--- config.mk ---
export PLATFORM = sky130hd
export DESIGN_NAME = ws281x_encoder
export DESIGN_NICKNAME = d
export VERILOG_FILES = /design/src/rtl/ws281x_encoder.sv
export SDC_FILE = /design/constraint.sdc
export NUM_CORES = 1
export LEC_CHECK = 0
export CORE_UTILIZATION = 53
export DETAILED_ROUTE_END_ITERATION = 16
export PLACE_DENSITY = 0.83
export SLEW_MARGIN = 20
export SYNTH_ARGS = -nofsm -noshare
export SYNTH_HDL_FRONTEND = slang
export SYNTH_SLANG_ARGS = --single-unit
--- constraint.sdc ---
create_clock -name Clock -period 2.2 [get_ports Clock]
set_input_delay 0.22 -clock Clock [delete_from_list [all_inputs] [get_ports Clock]]
set_output_delay 0.22 -clock Clock [all_outputs]
set_load 0.02 [all_outputs]
--- src/rtl/ws281x_encoder.sv ---
`timescale 1ns/1ps
// ws281x_encoder: serialises 24-bit node values MSB first into WS281X NRZ bit periods, with latch gaps on request.
module ws281x_encoder #(
  parameter int T0H_CYC   = 20,
  parameter int T1H_CYC   = 40,
  parameter int TBIT_CYC  = 63,
  parameter int LATCH_CYC = 2600
) (
  input  logic        Clock,
  input  logic        nReset,
  input  logic [23:0] Node,
  input  logic        Valid,
  output logic        Ready,
  input  logic        Flush,
  output logic        Dout,
  output logic        Busy,
  output logic        Done
);
  localparam int CW = $clog2(LATCH_CYC + 1);
  localparam logic [1:0] IDLE = 2'd0, SEND = 2'd1, LATCH = 2'd2;
  localparam logic [CW-1:0] T0 = CW'(T0H_CYC);
  localparam logic [CW-1:0] T1 = CW'(T1H_CYC);
  localparam logic [CW-1:0] BMAX = CW'(TBIT_CYC - 1);
  localparam logic [CW-1:0] LMAX = CW'(LATCH_CYC - 1);
  logic [1:0] state;
  logic [CW-1:0] cyc;
  logic [4:0] bit_idx;
  logic [23:0] shreg;
  logic armed;
  logic bit_end, last, accept, go_latch;
  assign bit_end = state == SEND && cyc == BMAX;
  assign last = bit_end && bit_idx == 5'd0;
  assign Ready = state == IDLE || last;
  assign accept = Valid && Ready;
  // a held Flush issues one latch; it must drop or a new node must be accepted to re-arm
  assign go_latch = Flush && armed && !accept && (state == IDLE || last);
  assign Busy = state != IDLE;
  assign Done = state == LATCH && cyc == LMAX;
  always_ff @(posedge Clock or negedge nReset) begin
    if (!nReset) begin
      state <= IDLE;
      cyc <= '0;
      bit_idx <= '0;
      shreg <= '0;
      Dout <= 1'b0;
      armed <= 1'b1;
    end else begin
      Dout <= state == SEND && cyc < (shreg[23] ? T1 : T0);
      armed <= go_latch ? 1'b0 : (accept || !Flush) ? 1'b1 : armed;
      if (accept) begin
        state <= SEND;
        cyc <= '0;
        bit_idx <= 5'd23;
        shreg <= Node;
      end else if (go_latch) begin
        state <= LATCH;
        cyc <= '0;
      end else if (state == SEND) begin
        if (!bit_end) cyc <= cyc + 1'b1;
        else if (bit_idx != 5'd0) begin
          cyc <= '0;
          bit_idx <= bit_idx - 1'b1;
          shreg <= {shreg[22:0], 1'b0};
        end else begin
          state <= IDLE;
          cyc <= '0;
        end
      end else if (state == LATCH) begin
        state <= cyc == LMAX ? IDLE : LATCH;
        cyc <= cyc == LMAX ? '0 : cyc + 1'b1;
      end
    end
  end
endmodule

==> out/metrics.sh <==
FINAL-HOLD-VIOLATION-COUNT=0
NETLIST.AREA_LEADER.SHARE=0.4120
CTS_MADE_BUFFERS=5
CRIT_PATH_START_KIND='flip-flop'
PERIOD_NEEDED_NS=2.110
GR-USAGE-ALL-LAYERS=0.2682
FINALNONFILLERCELLS=373
TIGHTEST_SLEW_NS=0.5498
NUM_IO_PINS=32
DETAILROUTE.VIA_COUNT=2356
FIN_WORST_SKEW_NS=0.008781
POSTSYNTHCELLCOUNT=261
DESIGN.DIE.AREA_SQ_MM=0.005330
GRT_START_MAX_NET_PINS=32
CTSLONGESTPATHBUFFERS=2
YOSYS-TOP-CELLS-COUNT='sky130_fd_sc_hd__dfrtp_1 (44), sky130_fd_sc_hd__o21ai_0 (26), sky130_fd_sc_hd__a311oi_1 (24)'
SEQ_POWER_SHARE=0.377
CLKLATENCYLATEPIN_NS=0.31
STATUS='finished, final reports clean'
FINALSETUPVIOLATIONS=0
SYNTH_TOP_FAMILY_BY_AREA='compound AO/OA/AOI/OAI gates'
SYNTH-EDFF-COUNT=0
YOSYSMOSTFREQUENTCELL='sky130_fd_sc_hd__dfrtp_1'
SETUP_SLACK_NS=0.09018
REG2REG_TO='bit_idx[3]$_DFFE_PN0P_'
POWER_FRAC_COMB=0.471
INTERNAL_POWER_uW=2069
FIN_NETS=343
CRITICALPATHCATEGORY='reg2out'
SYNTHXORXNORAREAFRAC=0.02294
TOTAL_LEAKAGE_POWER_uW=0.001336
POSTSYNTH.TOPFLOPCELL='sky130_fd_sc_hd__dfrtp_1'
PLACEDCELLCOUNT=364
DETAIL_ROUTE.VIAS_PER_CELL=6.316
REMAINING_DRC_ERRORS=0
PLACEMENT.IO_BUFFERS=31
MAX_CAP_VIOL_COUNT=0
POST_ROUTE_CELLS_DRIVE_ABOVE_1_SHARE=0.1765
TIMING.SLEW.HEADROOM=0.6335
MAPPEDNETLISTAREA_SQ_MM=0.002673
RSZ0062_AT_GRT='no'
PROPORTION_OF_SYNTHESIZED_CHIP_AREA_IN_SEQUENTIAL_CELLS=0.4218
CTS_TREE='built'
GLOBALROUTEOVERFLOWTOTAL=0
AREA.GROWTH.SYNTH_TO_FINAL_PCT=22.38
PEAKVDDDROP_uV=542.2
POWER.SWITCHING_FRACTION=0.3955
BIGGEST_CELL_DELAY_ALONG_THE_CRITICAL_PATH_NS=0.53
SYNTH.LIB_CELLS_USED.DISTINCT=58
CLOCKROOTBUFFER='sky130_fd_sc_hd__clkbuf_8'
NUM_ANTENNA_CELLS=0
SYNTHADDERAREAFRAC=0.04682
GRT_FIRST_PASS_WIRELENGTH_MM=10.97
ACHIEVABLE-FREQUENCY_MHz=474.0
SWITCHING_POWER_uW=1354
REG2REG_SETUP_SLACK_NS=0.11
HOLDWS_NS=0.4263
GRT_ANTENNA_BEFORE_REPAIR=0
NUMBER_OF_CLOCK_SINKS_SEEN_BY_CTS=45
SUM_OF_NET_HALF_PERIMETERS_AFTER_DETAILED_PLACEMENT_MM=4.601
CORE.ROWCOUNT=25
SYN_AREA_PER_CELL_SQ_UM=10.24
START_UTIL=0.5584
POSTCTSSETUPBUFFERS=0
WORST_R2R_PATH_DEPTH=6
MAXSLEWVIOLCOUNT=0
DRTANTENNAVIOLNETS=0
POST_SYNTH_AND_OR_NAND_NOR_AREA_FRACTION=0.1573
R2R_START='cyc[6]$_DFFE_PN0P_'
PLACE_CONGESTION=0.8294
POSTSYNTHNETCOUNT=299
WL_MM=6.360
SETUP_SLACK_AFTER_PLACEMENT_NS=-0.02775
SETUP-TNS-FINAL_NS=0
PORTION_OF_NETLIST_AREA_OCCUPIED_BY_MUX_CELLS=0.004213
SYNTH_TOP_AREA_CELL='sky130_fd_sc_hd__dfrtp_1'
DRTPASS1ITERATIONS=5
YS_FF_LATCH=45
FP.DIEH_UM=73.01
MIN-DELAY-PATH-CLASS='in2async'
COMPLEX_GATE_FRACTION_OF_THE_SYNTHESIZED_AREA=0.2875
CRITICAL_PATH_PEAK_FANOUT=2
INITIALDRTVIOLATIONCOUNT=140
YS_ASYNC_SR_FRACTION=1.000
DRT-WIRELENGTH-PER-CELL_UM=17.05
DIE_WIDTH_UM=73.01
HTREE_NUM_LEVELS=2
VIAS_IN_THE_FIRST_GLOBAL_ROUTE=2345
PATH_CLK_SLEW_NS=0.09
WORSTSETUPENDPOINTTYPE='output port'
TOTAL_POWER_uW=3422
WORSTPATHREQUIRED_NS=1.98
CRITICAL_PATH_ARRIVAL_NS=1.89
YOSYS_WARNINGS=0
FLOORPLAN.CORE_AREA_SQ_MM=0.004786
LEADING_CELL_TYPES_BY_TOTAL_AREA_AFTER_SYNTHESIS='sky130_fd_sc_hd__dfrtp_1 (41%), sky130_fd_sc_hd__a311oi_1 (7.9%), sky130_fd_sc_hd__a2bb2oi_1 (7.2%), sky130_fd_sc_hd__o21ai_0 (4.9%), sky130_fd_sc_hd__ha_1 (4.7%)'
TIMING.CRITICAL_PATH.CELLS='or4_4 > or3_1 > nor2_1 > buf_2'
PWR-SHARE-CLK=0.152
CPMAXSTAGEDELAYCELL='sky130_fd_sc_hd__or4_4'
PERIOD_UTILISATION_LAYOUT=0.9590
POWER_DENSITY_mW_PER_MM2=1046
==> cell usage in the layout, fill, tap and decap left out, drive strengths merged, types with 2 or more instances in the layout <==
cell           count
a41oi              3
or4b               2
and2               2
xnor2              3
o21a               2
nor4               2
dfrtp             44
buf               30
and3               2
a2bb2oi           22
nand2              5
inv               11
or2                2
a311oi            24
clkdlybuf4s50     28
nor2               9
nand4              4
or4                4
and4               3
xor2               4
nand2b             4
o31ai              3
ha                10
nand4b             2
nor3               4
o21ai             26
nand3              9
clkinv             2
a211oi             4
nor4b              2
a21oi              6
clkbuf             6
or3                4
==> area by class of cell <==
type	count	area (sq um)
clock inverter	3	17.52
clock buffer	5	68.82
multi-input combinational	182	1400
fill	393	1515
timing repair buffer	60	531.8
tap	67	83.83
sequential	45	1127
inverter	11	41.29
==> timing repair <==
action                                  4_1_cts  5_1_grt
hold buffers                                  1        0
resized for setup                             6        3
endpoints found under the setup margin        2       21
endpoints found under the hold margin        22        0
==> stage by stage <==
stage	utilization	instance area [sq um]
CTS	0.6824	3266
detailed placement	0.6633	3174
global route	0.6834	3271
finish	0.6834	3271
floorplan	-	2673
global placement	0.6633	3174
==> critical path: cells and delay by family (launching register included) <==
kind,cells,cell delay (ns)
flip-flops,1,0.39
AND/OR/NAND/NOR,3,1.03
buffers and inverters,1,0.17
==> per-layer routing <==
| metal | wire (um) | up-vias | global-route usage | part of all wire |
|---|---|---|---|---|
| li1 | - | 1111 | - | - |
| met4 | 73 | 0 | 0.07625 | 0.011 |
| met5 | 0 | - | 0 | 0 |
| met1 | 2741 | 1157 | 0.3357 | 0.43 |
| met2 | 3246 | 79 | 0.4660 | 0.51 |
| met3 | 299 | 9 | 0.05663 | 0.047 |
==> kinds of logic after synthesis <==
group / after synthesis
mux: 1
flops: 45
fa+ha+maj: 10
xor+xnor: 7
buf+inv: 34
compound gates: 101
simple gates: 63
==> worst max path at each step <==
stage / start / to
2_1_floorplan: cyc[6]$_DFFE_PN0P_ / Done
3_3_place_gp: cyc[6]$_DFFE_PN0P_ / Done
3_5_place_dp: cyc[6]$_DFFE_PN0P_ / Done
4_1_cts: bit_idx[0]$_DFFE_PN0P_ / Ready
5_1_grt: cyc[6]$_DFFE_PN0P_ / bit_idx[3]$_DFFE_PN0P_
6_report: cyc[6]$_DFFE_PN0P_ / Done
==> registers in the layout, summed over array words and instances (netlist names) <==
name     flops
shreg       24
cyc         12
bit_idx      5
state        2
Dout         1
armed        1
==> power by group through the flow <==
stage	Sequential, uW	Combinational (uW)	Clock, uW
6_report	1290	1610	519
3_3_place_gp	1280	1550	0
2_1_floorplan	1240	1160	0
5_1_grt	1320	1780	562
4_1_cts	1280	1620	530
3_5_place_dp	1290	1610	0
Power figures use the tool's default switching activity.
